`src/rtl/sprite_pkg.sv`:
```
// Shared definitions for the sprite compositor: game states, screen size,
// sprite geometry and placement, and the 16-colour palette.
package sprite_pkg;

   typedef enum logic [1:0] {
      GS_START = 2'd0,
      GS_PLAY  = 2'd1,
      GS_OVER  = 2'd2
   } game_state_t;

   localparam int SCREEN_W = 640;
   localparam int SCREEN_H = 480;

   localparam int BIRD_W   = 40;
   localparam int BIRD_H   = 40;
   localparam int PIPE_W   = 80;
   localparam int PIPE_H   = SCREEN_H;

   localparam int START_W  = 140;
   localparam int START_H  = 40;
   localparam int START_X  = 250;
   localparam int START_Y  = 100;

   localparam int END_W    = 230;
   localparam int END_H    = 40;
   localparam int END_X    = 205;
   localparam int END_Y    = 200;

   // Index 0 doubles as the transparent key for every layer except background.
   localparam logic [23:0] PALETTE [16] = '{
      24'h000000, 24'hFFFFFF, 24'h70C5CE, 24'hDED895,
      24'h73BF2E, 24'hF8B733, 24'hE0802C, 24'hD8382E,
      24'h543847, 24'h558022, 24'h9CE659, 24'hFAFAFA,
      24'hFC3800, 24'h5EE270, 24'hE7E7E7, 24'h3B2C32
   };

endpackage

```
`src/rtl/sprite_hit.sv`:
```
// Rectangle hit test: flags whether a screen position falls inside a W x H
// sprite placed at (org_x, org_y) and returns its row-major ROM address (0 on miss).
module sprite_hit #(
   parameter int W      = 40,
   parameter int H      = 40,
   parameter int ADDR_W = 11
) (
   input  logic signed [11:0] pos_x,
   input  logic signed [11:0] pos_y,
   input  logic signed [11:0] org_x,
   input  logic signed [11:0] org_y,
   output logic               hit,
   output logic [ADDR_W-1:0]  addr
);

   localparam logic signed [11:0] W_S = 12'(W);
   localparam logic signed [11:0] H_S = 12'(H);
   localparam logic [ADDR_W-1:0]  W_A = ADDR_W'(W);

   logic signed [11:0] col;
   logic signed [11:0] row;

   // 12-bit signed differences cannot wrap for any 10-bit screen coordinate.
   assign col  = pos_x - org_x;
   assign row  = pos_y - org_y;
   assign hit  = (col >= 12'sd0) && (col < W_S) && (row >= 12'sd0) && (row < H_S);
   assign addr = hit ? (ADDR_W'(row) * W_A + ADDR_W'(col)) : '0;

endmodule

```
`src/rtl/sprite_compositor.sv`:
```
// Three-stage sprite compositor: S1 hit tests and ROM addresses, S2 ROM data
// return, S3 layer select and palette lookup. Define SPRITE_COMP_FLASH_EN to flash the end banner.
module sprite_compositor
   import sprite_pkg::*;
(
   input  logic               Clk,
   input  logic               Reset_n,
   input  logic [9:0]         DrawX,
   input  logic [9:0]         DrawY,
   input  logic               pixel_valid,
   input  logic [9:0]         BirdX,
   input  logic [8:0]         BirdY,
   input  logic signed [10:0] PipeX,
   input  logic [8:0]         GapY,
   input  logic [1:0]         game_state,
   output logic [10:0]        bird_addr,
   output logic [18:0]        bgd_addr,
   output logic [15:0]        pipe_addr,
   output logic [12:0]        start_addr,
   output logic [13:0]        end_addr,
   input  logic [2:0]         bird_data,
   input  logic [3:0]         bgd_data,
   input  logic [3:0]         pipe_data,
   input  logic [3:0]         start_data,
   input  logic [3:0]         end_data,
   output logic [7:0]         Red,
   output logic [7:0]         Green,
   output logic [7:0]         Blue,
   output logic               rgb_valid
);

   localparam logic signed [11:0] ROW_WRAP = 12'(SCREEN_H);

   logic signed [11:0] pos_x;
   logic signed [11:0] pos_y;
   logic signed [11:0] pipe_row_raw;
   logic signed [11:0] pipe_row;
   logic [18:0]        bgd_lin;
   logic               bird_hit, pipe_hit, start_hit, end_hit;
   logic               start_on, end_on, end_show;
   logic [10:0]        bird_lin;
   logic [15:0]        pipe_lin;
   logic [12:0]        start_lin;
   logic [13:0]        end_lin;

   assign pos_x = $signed({2'b00, DrawX});
   assign pos_y = $signed({2'b00, DrawY});

   // Pipe image is a full-height column scrolled so its gap centre sits at GapY.
   assign pipe_row_raw = pos_y + 12'sd240 - $signed({3'b000, GapY});

   always_comb begin
      pipe_row = pipe_row_raw;
      if (pipe_row_raw < 12'sd0)
         pipe_row = pipe_row_raw + ROW_WRAP;
      else if (pipe_row_raw >= ROW_WRAP)
         pipe_row = pipe_row_raw - ROW_WRAP;
   end

   // DrawY*640 as DrawY*512 + DrawY*128.
   assign bgd_lin = {DrawY, 9'b0} + {2'b00, DrawY, 7'b0} + {9'b0, DrawX};

   sprite_hit #(.W(BIRD_W), .H(BIRD_H), .ADDR_W(11)) u_bird_hit (
      .pos_x (pos_x),
      .pos_y (pos_y),
      .org_x ($signed({2'b00, BirdX})),
      .org_y ($signed({3'b000, BirdY})),
      .hit   (bird_hit),
      .addr  (bird_lin)
   );

   sprite_hit #(.W(PIPE_W), .H(PIPE_H), .ADDR_W(16)) u_pipe_hit (
      .pos_x (pos_x),
      .pos_y (pipe_row),
      .org_x ($signed({PipeX[10], PipeX})),
      .org_y (12'sd0),
      .hit   (pipe_hit),
      .addr  (pipe_lin)
   );

   sprite_hit #(.W(START_W), .H(START_H), .ADDR_W(13)) u_start_hit (
      .pos_x (pos_x),
      .pos_y (pos_y),
      .org_x (12'(START_X)),
      .org_y (12'(START_Y)),
      .hit   (start_hit),
      .addr  (start_lin)
   );

   sprite_hit #(.W(END_W), .H(END_H), .ADDR_W(14)) u_end_hit (
      .pos_x (pos_x),
      .pos_y (pos_y),
      .org_x (12'(END_X)),
      .org_y (12'(END_Y)),
      .hit   (end_hit),
      .addr  (end_lin)
   );

`ifdef SPRITE_COMP_FLASH_EN
   logic [4:0] flash_cnt;

   always_ff @(posedge Clk) begin
      if (!Reset_n)
         flash_cnt <= '0;
      else if (pixel_valid && (DrawX == 10'd0) && (DrawY == 10'd0))
         flash_cnt <= flash_cnt + 5'd1;
   end

   assign end_show = ~flash_cnt[4];
`else
   assign end_show = 1'b1;
`endif

   assign start_on = start_hit && (game_state == GS_START);
   assign end_on   = end_hit && (game_state == GS_OVER) && end_show;

   logic vld_p0, bird_hit_p0, pipe_hit_p0, start_hit_p0, end_hit_p0;
   logic vld_p1, bird_hit_p1, pipe_hit_p1, start_hit_p1, end_hit_p1;

   // S1: ROM addresses and hit flags
   always_ff @(posedge Clk) begin
      if (!Reset_n) begin
         bird_addr    <= '0;
         bgd_addr     <= '0;
         pipe_addr    <= '0;
         start_addr   <= '0;
         end_addr     <= '0;
         vld_p0       <= 1'b0;
         bird_hit_p0  <= 1'b0;
         pipe_hit_p0  <= 1'b0;
         start_hit_p0 <= 1'b0;
         end_hit_p0   <= 1'b0;
      end else begin
         bird_addr    <= bird_lin;
         bgd_addr     <= bgd_lin;
         pipe_addr    <= pipe_lin;
         start_addr   <= start_on ? start_lin : '0;
         end_addr     <= end_on ? end_lin : '0;
         vld_p0       <= pixel_valid;
         bird_hit_p0  <= bird_hit;
         pipe_hit_p0  <= pipe_hit;
         start_hit_p0 <= start_on;
         end_hit_p0   <= end_on;
      end
   end

   // S2: flags wait one cycle for the ROM data of the same pixel
   always_ff @(posedge Clk) begin
      if (!Reset_n) begin
         vld_p1       <= 1'b0;
         bird_hit_p1  <= 1'b0;
         pipe_hit_p1  <= 1'b0;
         start_hit_p1 <= 1'b0;
         end_hit_p1   <= 1'b0;
      end else begin
         vld_p1       <= vld_p0;
         bird_hit_p1  <= bird_hit_p0;
         pipe_hit_p1  <= pipe_hit_p0;
         start_hit_p1 <= start_hit_p0;
         end_hit_p1   <= end_hit_p0;
      end
   end

   logic [3:0]  idx;
   logic [23:0] colour;

   always_comb begin
      idx = bgd_data;
      if (end_hit_p1 && (end_data != 4'd0))
         idx = end_data;
      else if (start_hit_p1 && (start_data != 4'd0))
         idx = start_data;
      else if (bird_hit_p1 && (bird_data != 3'd0))
         idx = {1'b0, bird_data};
      else if (pipe_hit_p1 && (pipe_data != 4'd0))
         idx = pipe_data;
   end

   assign colour = PALETTE[idx];

   // S3: registered RGB
   always_ff @(posedge Clk) begin
      if (!Reset_n) begin
         Red       <= '0;
         Green     <= '0;
         Blue      <= '0;
         rgb_valid <= 1'b0;
      end else begin
         Red       <= vld_p1 ? colour[23:16] : 8'd0;
         Green     <= vld_p1 ? colour[15:8]  : 8'd0;
         Blue      <= vld_p1 ? colour[7:0]   : 8'd0;
         rgb_valid <= vld_p1;
      end
   end

endmodule

```
`config.mk`:
```
export PLATFORM = sky130hd
export DESIGN_NAME = sprite_compositor
export DESIGN_NICKNAME = d
export VERILOG_FILES = /design/src/rtl/sprite_pkg.sv /design/src/rtl/sprite_hit.sv /design/src/rtl/sprite_compositor.sv
export SDC_FILE = /design/constraint.sdc
export NUM_CORES = 1
export LEC_CHECK = 0
export ABC_AREA = 1
export BUFFER_PORTS_ARGS = -buffer_cell sky130_fd_sc_hd__buf_2
export CAP_MARGIN = 20
export CORE_MARGIN = 2
export CORE_UTILIZATION = 60
export CTS_BUF_LIST = sky130_fd_sc_hd__clkbuf_8
export DETAILED_ROUTE_END_ITERATION = 10
export MAX_ROUTING_LAYER = met4
export PLACE_DENSITY = 0.91
export SLEW_MARGIN = 20
export SYNTH_ARGS = -nofsm -noshare
export SYNTH_HDL_FRONTEND = slang
export SYNTH_SLANG_ARGS = --single-unit
```
`constraint.sdc`:
```
create_clock -name Clk -period 6.4 [get_ports Clk]
set_clock_uncertainty 0.1 [all_clocks]
set_input_delay 0.32 -clock Clk [delete_from_list [all_inputs] [get_ports Clk]]
set_output_delay 0.32 -clock Clk [all_outputs]
set_load 0.02 [all_outputs]
```
# --- After elaboration in Yosys (flattened, before gate mapping) ---
# Memory sizes are Yosys's and may differ from the RTL's. A register that Yosys moved wholly into a read port is not among the register bits.
# Index checks and enable logic that the tools add are counted.
classes:
  eq_ne: 1
  n_shift: 0
  n_mul: 4
  n_div: 0
  n_addsub: 17
  n_mux: 6
  reduce_logical: 29
  n_lt_le_gt_ge: 18
  bitwise_logic: 1
ops:
  columns: ["op", "n"]
  rows:
  - ["12-bit by 1-bit >= comparator with 1-bit output, second input constant", 8]
  - ["12-bit by 7-bit < comparator with 1-bit output, second input constant", 4]
  - ["10-bit by 8-bit subtractor with 11-bit output, second input constant", 3]
  - ["12-bit by 9-bit < comparator with 1-bit output, second input constant", 2]
  - ["12-bit 2-to-1 mux", 2]
  - ["19-bit by 10-bit adder with 19-bit output", 1]
  - ["19-bit by 17-bit adder with 19-bit output", 1]
  - ["1-bit logical AND", 18]
  - ["16-bit adder", 1]
  - ["16-bit by 3-bit multiplier with 12-bit output, second input constant", 1]
  - ["4-bit 2-to-1 mux", 4]
  - ["14-bit adder", 1]
  - ["14-bit by 7-bit multiplier with 13-bit output, second input constant", 1]
  - ["13-bit adder", 1]
  - ["13-bit by 6-bit multiplier with 11-bit output, second input constant", 1]
  - ["12-bit by 10-bit adder with 12-bit output, second input constant", 1]
  - ["12-bit by 10-bit >= comparator with 1-bit output, second input constant", 1]
  - ["12-bit by 1-bit < comparator with 1-bit output, second input constant", 1]
  - ["12-bit by 10-bit < comparator with 1-bit output, second input constant", 1]
  - ["12-bit by 8-bit < comparator with 1-bit output, second input constant", 1]
  - ["4-bit nonzero test", 3]
  - ["11-bit by 11-bit subtractor with 12-bit output", 1]
  - ["11-bit by 9-bit subtractor with 12-bit output", 1]
  - ["12-bit by 10-bit subtractor with 12-bit output, second input constant", 1]
  - ["13 further kinds", 16]
word_totals:
  latch_bits: 0
  out_inout_bits: 98
  memories: 1
  romBits: 384
  regBits: 84
  ramBits: 0
memory_table:
  columns: ["memory", "depth", "width", "rd", "rd_clocked_by_memory_dff", "write_ports", "line_no", "text"]
  rows:
  - ["(name not given)", 16, 24, 1, 1, 0, "sprite_compositor.sv:179", "assign colour = PALETTE[idx];"]

# --- Depth between registers and ports, before layout ---
# Gate-level depths: netlist of the first run.
logic_depth:
  word_depth: 9
  ltp_mapped: 36
  ltp_nobuf: 36

# --- By module ---
# A second synthesis of the first run with hierarchy kept.
unflattened:
  hier_cells: 2483
  hier_area_um2: 15909.0
by_module_without_submodules:
  columns: ["mod", "area_per_inst_um2", "seq_area_each_um2", "instances", "cells_each"]
  rows:
  - ["sprite_compositor", 5368.9, 2162.1, 1, 738]
  - ["sprite_hit at u_end_hit", 3284.4, 0.0, 1, 527]
  - ["sprite_hit at u_start_hit", 2741.4, 0.0, 1, 461]
  - ["sprite_hit at u_pipe_hit", 2444.8, 0.0, 1, 395]
  - ["sprite_hit at u_bird_hit", 2069.5, 0.0, 1, 362]

# --- Least setup slack after synthesis of the first run ---
# OpenSTA, ideal clock, no wires.
synth_path:
  path_kind: "input to register"
  startpoint: "input GapY[1]"
  endpoint: "register pipe_addr[14]"
  arrival_time_ns: 4.696
  path_slack_ns: 1.543
  setup_time_ns: 0.061
  path_stages: 33
  n_path_buf: 0
  path_cell_list: "inv_1 -> ha_1 -> ha_1 -> inv_1 -> fa_1 -> inv_1 -> nand2_1 -> nand2_2 -> nand3_2 -> nand3b_1 -> nand2_2 -> nor2_8 -> nand2_4 -> nand3_4 -> nand3_1 -> nand3b_1 -> inv_1 -> ha_1 -> ha_1 -> nand2_1 -> o21ai_0 -> a21oi_1 -> o21ai_0 -> xnor2_1 -> inv_1 -> ha_1 -> nand2_1 -> nor2_1 -> nand3_1 -> o2111ai_1 -> xor2_1 -> inv_1 -> nor2_4"
synth_via:
  elab_chain_len: 8
synth_rtl:
  columns: ["item", "line_no", "text"]
  rows:
  - ["start, declared", "sprite_compositor.sv:14", "input logic [8:0] GapY,"]
  - ["11-bit by 9-bit subtractor with 12-bit output (*)", "sprite_compositor.sv:50", "assign pipe_row_raw = pos_y + 12'sd240 - $signed({3'b000, GapY});"]
  - ["12-bit by 10-bit subtractor with 12-bit output or 12-bit by 10-bit >= comparator with 1-bit output (tied branches)", "sprite_compositor.sv:57, sprite_compositor.sv:56", null]
  - ["12-bit 2-to-1 mux", "sprite_compositor.sv:56", "else if (pipe_row_raw >= ROW_WRAP)"]
  - ["12-bit 2-to-1 mux (*)", "sprite_compositor.sv:54", "if (pipe_row_raw < 12'sd0)"]
  - ["branches (longest 4 deep; another with 16-bit by 3-bit multiplier with 12-bit output)", null, null]
  - ["end signal, assigned", "sprite_compositor.sv:136", "pipe_addr <= pipe_lin;"]
  - ["end, declared", "sprite_compositor.sv:18", "output logic [15:0] pipe_addr,"]
# Every way passes the cells marked *.
# A chain may end at the register's enable or synchronous reset.

# --- Worst setup path in the final report of the first run ---
layout_path:
  startpoint: "input DrawY[3]"
  endpoint: "register end_addr[13]"
layout_via:
  elab_chain_len: 6
layout_rtl:
  columns: ["item", "line_no", "text"]
  rows:
  - ["start, declared", "sprite_compositor.sv:9", "input logic [9:0] DrawY,"]
  - ["10-bit by 8-bit subtractor with 11-bit output (*)", "sprite_hit.sv:25", "assign row = pos_y - org_y;"]
  - ["branches (longest 5 deep; another with 14-bit by 7-bit multiplier with 13-bit output)", null, null]
  - ["end signal, assigned", "sprite_compositor.sv:138", "end_addr <= end_on ? end_lin : '0;"]
  - ["end, declared", "sprite_compositor.sv:20", "output logic [13:0] end_addr,"]
# Marked as above.

==> results of run 1 <==
## registers in the layout (all words and copies together) (netlist names)
name,cells
vld_p0,1
bgd_addr,19
start_hit_p0,1
end_hit_p0,1
bird_hit_p1,1
Green,8
start_addr,13
Blue,8
pipe_hit_p1,1
pipe_hit_p0,1
bird_hit_p0,1
start_hit_p1,1
vld_p1,1
end_addr,14
rgb_valid,1
pipe_addr,16
Red,8
bird_addr,11
end_hit_p1,1
## per-stage QoR
stage | std cells | worst slack (ns) | area [um2] | utilization [%] | hold WS, ns
CTS | 2103 | 1.08 | 13200 | 68.3 | 0.00977
global route | 2103 | 0.461 | 13200 | 68.3 | 0.0187
global placement | 2087 | 0.856 | 13000 | 67.2 | 0.293
finish | 2103 | 1.03 | 13200 | 68.3 | 0.0207
floorplan | 1652 | 1.54 | 11900 | - | 0.290
detailed placement | 2087 | 0.684 | 13000 | 67.2 | 0.306
## logic make-up after synthesis
| family | after synthesis | synth area share, % |
|---|---|---|
| and+or+nand+nor | 538 | 21.2 |
| buffers and inverters | 391 | 12.6 |
| AOI/OAI and AO/OA | 278 | 13.3 |
| adders and majority gates | 243 | 27.8 |
| DFF | 108 | 18.2 |
| xor gates and xnor gates | 94 | 6.94 |
## synth_stat cells (11+ instances only)
| library cell | count | area, um2 |
|---|---|---|
| dfxtp_1 | 108 | 2160 |
| xnor2_1 | 29 | 254 |
| nand3_1 | 57 | 285 |
| ha_1 | 209 | 2620 |
| a21oi_1 | 140 | 701 |
| inv_1 | 369 | 1390 |
| o21bai_1 | 11 | 82.6 |
| nor3_1 | 19 | 95.1 |
| nor2_4 | 11 | 124 |
| fa_1 | 34 | 681 |
| a31oi_1 | 14 | 87.6 |
| xor2_1 | 65 | 569 |
| nand2_1 | 276 | 1040 |
| nand4_1 | 14 | 87.6 |
| o21ai_0 | 71 | 355 |
| nand2_2 | 12 | 75.1 |
| nor2_1 | 108 | 405 |
## where the power goes
part | total (uW) | switching [uW] | internal (uW)
registers | 694 | 4.06 | 690
logic | 3240 | 2010 | 1230
clock network | 448 | 288 | 160
total | 4390 | 2310 | 2080
## cell type report
class | count | area (um2) | area share [%]
Inverter | 380 | 1430 | 10.8
Multi-Input combinational cell | 1153 | 8200 | 61.9
Clock buffer | 9 | 124 | 0.935
Tap cell | 265 | 332 | 2.50
Timing Repair Buffer | 181 | 908 | 6.86
Sequential cell | 108 | 2160 | 16.3
Clock inverter | 7 | 86.3 | 0.652
## per-layer routing
metal	GRT usage, %	vias to the layer above	share of wire (%)
met5	-	-	0
met2	50.9	381	47
met3	4.17	71	6.8
met1	35.9	4960	42
met4	11.1	0	3.3
li1	-	5607	-
## cell usage in the layout (no fill, tap or decap), types with 57 or more instances in the layout
master,synthesis,routed
dfxtp_1,108,108
a21oi_1,140,140
buf_2,4,180
nor2_1,108,108
nand2_1,276,276
xor2_1,65,65
inv_1,369,369
o21ai_0,71,71
ha_1,209,209
nand3_1,57,57
## worst max-delay path by stage
| stage | slack [ns] | end | start | cells past startpoint |
|---|---|---|---|---|
| after floorplan | 1.54 | pipe_addr[14]$_SDFF_PN0_ | GapY[1] | 33 |
| after global placement | 0.86 | pipe_addr[14]$_SDFF_PN0_ | DrawY[0] | 35 |
| after detailed placement | 0.68 | pipe_addr[14]$_SDFF_PN0_ | DrawY[0] | 35 |
| after CTS | 1.08 | end_addr[13]$_SDFF_PN0_ | DrawY[3] | 25 |
| after global routing | 0.46 | pipe_addr[14]$_SDFF_PN0_ | DrawY[0] | 35 |
| final | 1.03 | end_addr[13]$_SDFF_PN0_ | DrawY[3] | 25 |
## worst max-delay path, stage by stage
cell and delay [ns]:
buf_2 0.17, inv_1 0.26, nand3_1 0.20, xor2_1 0.64, inv_1 0.15, fa_1 0.57, inv_1 0.06, fa_1 0.51
inv_1 0.04, ha_1 0.28, inv_1 0.06, fa_1 0.52, inv_1 0.05, ha_1 0.29, inv_1 0.08, xor2_1 0.18
ha_1 0.34, nand2_1 0.08, nor3_1 0.21, inv_1 0.07, o221ai_1 0.17, a31oi_1 0.09, nand3_1 0.12, nand2_1 0.05
nor2_1 0.09
==> flow_metrics.py, run 1 <==
metrics = {
    "status": {
        "status": "finished clean",
    },
    "clocking": {
        "post_cts_buffers": 0,
        "clock_sinks": 108,
        "numCtsBuffers": 9,
        "cts.clk_slew.worst_paths_ns": 0.12,
        "clockBufferDepth": 2,
        "h-tree-depth": 3,
        "holdBufCountCts": 0,
        "worstSkewPairLatency_ns": 0.42,
        "cts_tree": "built",
        "cts_resized": 0,
        "root_buffer": "clkbuf_8",
    },
    "synthesis": {
        "yosysUniqueCellTypes": 54,
        "syn_nets": 1978,
        "async_reset_ff_share_pct": 0,
        "synth-edff-count": 0,
        "synth_top_flop_cell": "dfxtp_1",
        "netlist_area_mm2": 0.0119,
        "yosys_register_bits": 108,
        "yosysSeqAreaShare_pct": 18.2,
        "ys.warnings.count": 0,
        "netlist_instances": 1652,
        "postSynthAreaPerCell_um2": 7.18,
    },
    "placement": {
        "portBuffers": 180,
        "dpl.hpwl_mm": 24.9,
        "place_congestion": 0.973,
    },
    "floorplanning": {
        "io_pins": 181,
        "dieHeight_um": 145,
        "core_mm2": 0.0194,
        "die_x_um": 145,
        "initial_core_util_pct": 61.1,
        "rows": 51,
        "dieArea_mm2": 0.0209,
    },
    "routing": {
        "viasPerCell": 5.24,
        "routed_wirelength_mm": 30.0,
        "final_antenna_net_count": 0,
        "drt-initial-drc-count": 601,
        "wl_per_cell_um": 14.2,
        "vias": 11019,
        "drt-pass1-iter-count": 7,
        "drc": 0,
    },
    "setup_path": {
        "path_class": "in -> reg",
        "r2r_slack_ns": 3.87,
        "worstReg2RegEnd": "Blue[3]$_SDFF_PN0_",
        "r2r-start": "start_hit_p1$_SDFF_PN0_",
        "arrival_ns": 5.60,
        "cp-start-kind": "input port",
        "r2r_cells": 13,
        "worst-path-max-fanout": 8,
        "end_kind": "flop",
        "cp.required_ns": 6.64,
    },
    "timing": {
        "layout_min_cycle_time_ns": 5.37,
        "max_slew_margin_pct": 49.1,
        "rsz0062_at_grt": "no",
        "hold_viol_final": 0,
        "final_max_slew_viol_count": 0,
        "fin_crit_sh_pct": 83.8,
        "tightestPinTransition_ns": 0.763,
        "setup_viol": 0,
        "clock.fmax_mhz": 186,
        "finalSetupTns_ns": 0,
    },
    "finish": {
        "drive_above_1_share_pct": 14.5,
        "area_growth_syn_to_layout_pct": 11.7,
        "fin_nets": 2159,
        "antennaDiodeCount": 0,
        "fillers": 1688,
    },
    "global_routing": {
        "grt_pass1_vias": 10696,
        "grt_usage_pct": 29.8,
        "grt_pass1_wl_mm": 48.6,
        "grt_max_degree": 31,
        "globalRouteOverflowTotal": 0,
        "antenna_found_initial": 0,
    },
    "min_path": {
        "holdCritStartpoint": "pixel_valid",
        "hold_path_end": "vld_p0$_SDFF_PN0_",
        "holdPathStages": 3,
        "hp-class": "in -> reg",
    },
    "job": {
        "cap_violations": 0,
    },
    "pwr": {
        "ir_drop_uv": 377,
        "p_leak_uw": 0.00768,
        "power_uw": 4390,
        "power-per-cell-area_mw_per_mm2": 331,
    },
}
No activity file was read; power rests on OpenSTA's default activity.
==> run 2: changes to the inputs <==
clock period = 5 ns   (was 6.4 ns; I/O delays follow)
==> run 2 against run 1 <==
Die area stayed put. First-iteration DRC count is 4.5% lower. Total power is 34% higher. Register-to-register slack worse by 1.4 ns. Global-route usage is 0.72 points higher. Sequential cell count stayed put. Cell area is 2.8% higher. Wire length is 1.1% higher. Largest cell class unchanged.
==> flow_metrics.py, run 2 (synthesis gave the netlist of run 1 again) <==
metrics = {
    "timing": {
        "setup_viol": 0,
        "fin_crit_sh_pct": 93.3,
        "final_max_slew_viol_count": 0,
        "max_slew_margin_pct": 50.9,
        "hold_viol_final": 0,
        "hold-worst-slack_ns": 0.0222,
        "layout_min_cycle_time_ns": 4.66,
        "clock.fmax_mhz": 214,
        "tightestPinTransition_ns": 0.736,
    },
    "setup_path": {
        "slowest_stage": "fa_1",
        "worst-path-max-fanout": 6,
        "cp.required_ns": 5.24,
        "slowest_delay_ns": 0.54,
        "cp-start-kind": "input port",
        "path_class": "in -> reg",
        "end_kind": "flop",
        "path_common_cell": "inv_1",
        "arrival_ns": 4.90,
    },
    "global_routing": {
        "grt_pass1_wl_mm": 49.7,
        "globalRouteOverflowTotal": 0,
        "grt_pass1_vias": 10697,
        "grt_usage_pct": 30.6,
        "antenna_found_initial": 0,
        "grt_max_degree": 31,
    },
    "finish": {
        "final_area_mm2": 0.0136,
        "final_common_cell": "inv_1",
        "largest_reg_flops": 19,
        "antennaDiodeCount": 0,
        "top_register": "bgd_addr",
        "drive_above_1_share_pct": 16.7,
        "reg.largest.list": "bgd_addr (19), pipe_addr (16), end_addr (14)",
        "fin_nets": 2202,
        "instances_no_fill": 2146,
        "area_growth_syn_to_layout_pct": 14.8,
        "final_cell_mix": "369 x inv_1, 276 x nand2_1, 207 x ha_1",
    },
    "pwr": {
        "pwr-share-clk_pct": 10.0,
        "power.switching_uw": 3020,
        "p_seq_share_pct": 15.1,
        "pwr-share-comb_pct": 74.8,
        "power-per-cell-area_mw_per_mm2": 431,
        "switching_share_pct": 51.6,
        "intPower_uw": 2840,
        "ir_drop_uv": 586,
        "p_leak_uw": 0.00789,
    },
    "floorplanning": {
        "dieHeight_um": 145,
        "core_mm2": 0.0194,
        "die_x_um": 145,
        "dieArea_mm2": 0.0209,
        "initial_core_util_pct": 61.1,
        "rows": 51,
        "io_pins": 181,
    },
    "routing": {
        "wl_per_cell_um": 14.1,
        "viasPerCell": 5.28,
        "drt-pass1-iter-count": 5,
        "final_antenna_net_count": 0,
        "drt-initial-drc-count": 574,
        "drc": 0,
        "routed_wirelength_mm": 30.3,
        "vias": 11321,
    },
    "placement": {
        "place_inst": 2127,
        "portBuffers": 180,
        "dpl.hpwl_mm": 25.3,
        "place_congestion": 0.965,
        "place_area_mm2": 0.0133,
    },
    "clocking": {
        "numCtsBuffers": 9,
        "h-tree-depth": 3,
        "root_buffer": "clkbuf_8",
        "cts.clk_slew.worst_paths_ns": 0.11,
        "worstSkewPairLatency_ns": 0.43,
        "cts_tree": "built",
        "clock_sinks": 108,
        "clockBufferDepth": 2,
    },
    "job": {
        "cap_violations": 0,
    },
    "status": {
        "status": "finished clean",
    },
    "min_path": {
        "hp-class": "in -> reg",
    },
}
==> run 2: changes by cell type in the layout (fill, tap and decap cells not counted), moves of 2 or more <==
cell | before | now
buf_4 | 1 | 42
o21ai_0 | 71 | 66
o21ai_1 | 2 | 6
dlygate4sd3_1 | 0 | 2
ha_1 | 209 | 207
ha_4 | 0 | 2
nor2_1 | 108 | 106
nor2_2 | 3 | 5
==> run 2: layer usage <==
layer	share of wire, %	vias up	wire (um)	global-route usage, %
li1	-	5697	-	-
met1	44	5181	13200	37.6
met2	47	369	14300	51.6
met3	5.5	74	1680	2.95
met4	3.5	0	1070	12.5
met5	0	-	0	-
==> run 2: final timing paths <==
check                               start                 endpoint  slack [ns]  cells past startpoint
hold reg to reg    bird_hit_p0$_SDFF_PN0_   bird_hit_p1$_SDFF_PN0_        0.33                      2
hold / removal                   BirdX[0]  bird_addr[0]$_SDFF_PN0_        0.02                      3
setup / recovery                 DrawY[3]  end_addr[13]$_SDFF_PN0_        0.34                     30
setup reg to reg  start_hit_p1$_SDFF_PN0_       Blue[3]$_SDFF_PN0_        2.47                     13
==> run 2: layout make-up <==
type / instances / area, um2
timing repair buffer: 224 / 1240
inverter: 380 / 1430
tap: 265 / 332
clock buffer: 9 / 124
multi-input combinational: 1153 / 8250
fill: 1682 / 5790
sequential: 108 / 2160
clock inverter: 7 / 81.3
==> run 2: per-stage QoR <==
step	TNS [ns]	total power [uW]	worst slack [ns]	util (%)
after floorplan	0	4180	0.213	-
after global placement	0	4970	0.0929	68.7
after detailed placement	-0.170	5090	-0.0665	68.7
after CTS	0	5720	0.335	69.9
after global routing	-0.0118	6490	-0.0118	70.2
final	0	5860	0.335	70.2
==> run 2: repair_timing <==
item                                    4_1_cts  5_1_grt
buffers inserted                              0        1
hold buffers                                  2        0
endpoints found under the setup margin        0        4
resized for setup                             0       13
endpoints found under the hold margin         3        0
==> run 2: critical path, delay by kind of cell <==
kind / cells / cell delay [ns]
AOI/OAI and AO/OA: 5 / 0.73
and+or+nand+nor: 6 / 0.60
adders and majority gates: 6 / 2.12
xor gates and xnor gates: 1 / 0.14
buffers and inverters: 12 / 1.04
==> run 2: power groups by stage <==
stage | Combinational [uW] | Sequential [uW] | Clock, uW
6_report | 4390 | 888 | 587
3_3_place_gp | 4060 | 907 | 0
3_5_place_dp | 4180 | 908 | 0
5_1_grt | 4960 | 891 | 640
2_1_floorplan | 3250 | 936 | 0
4_1_cts | 4220 | 888 | 606
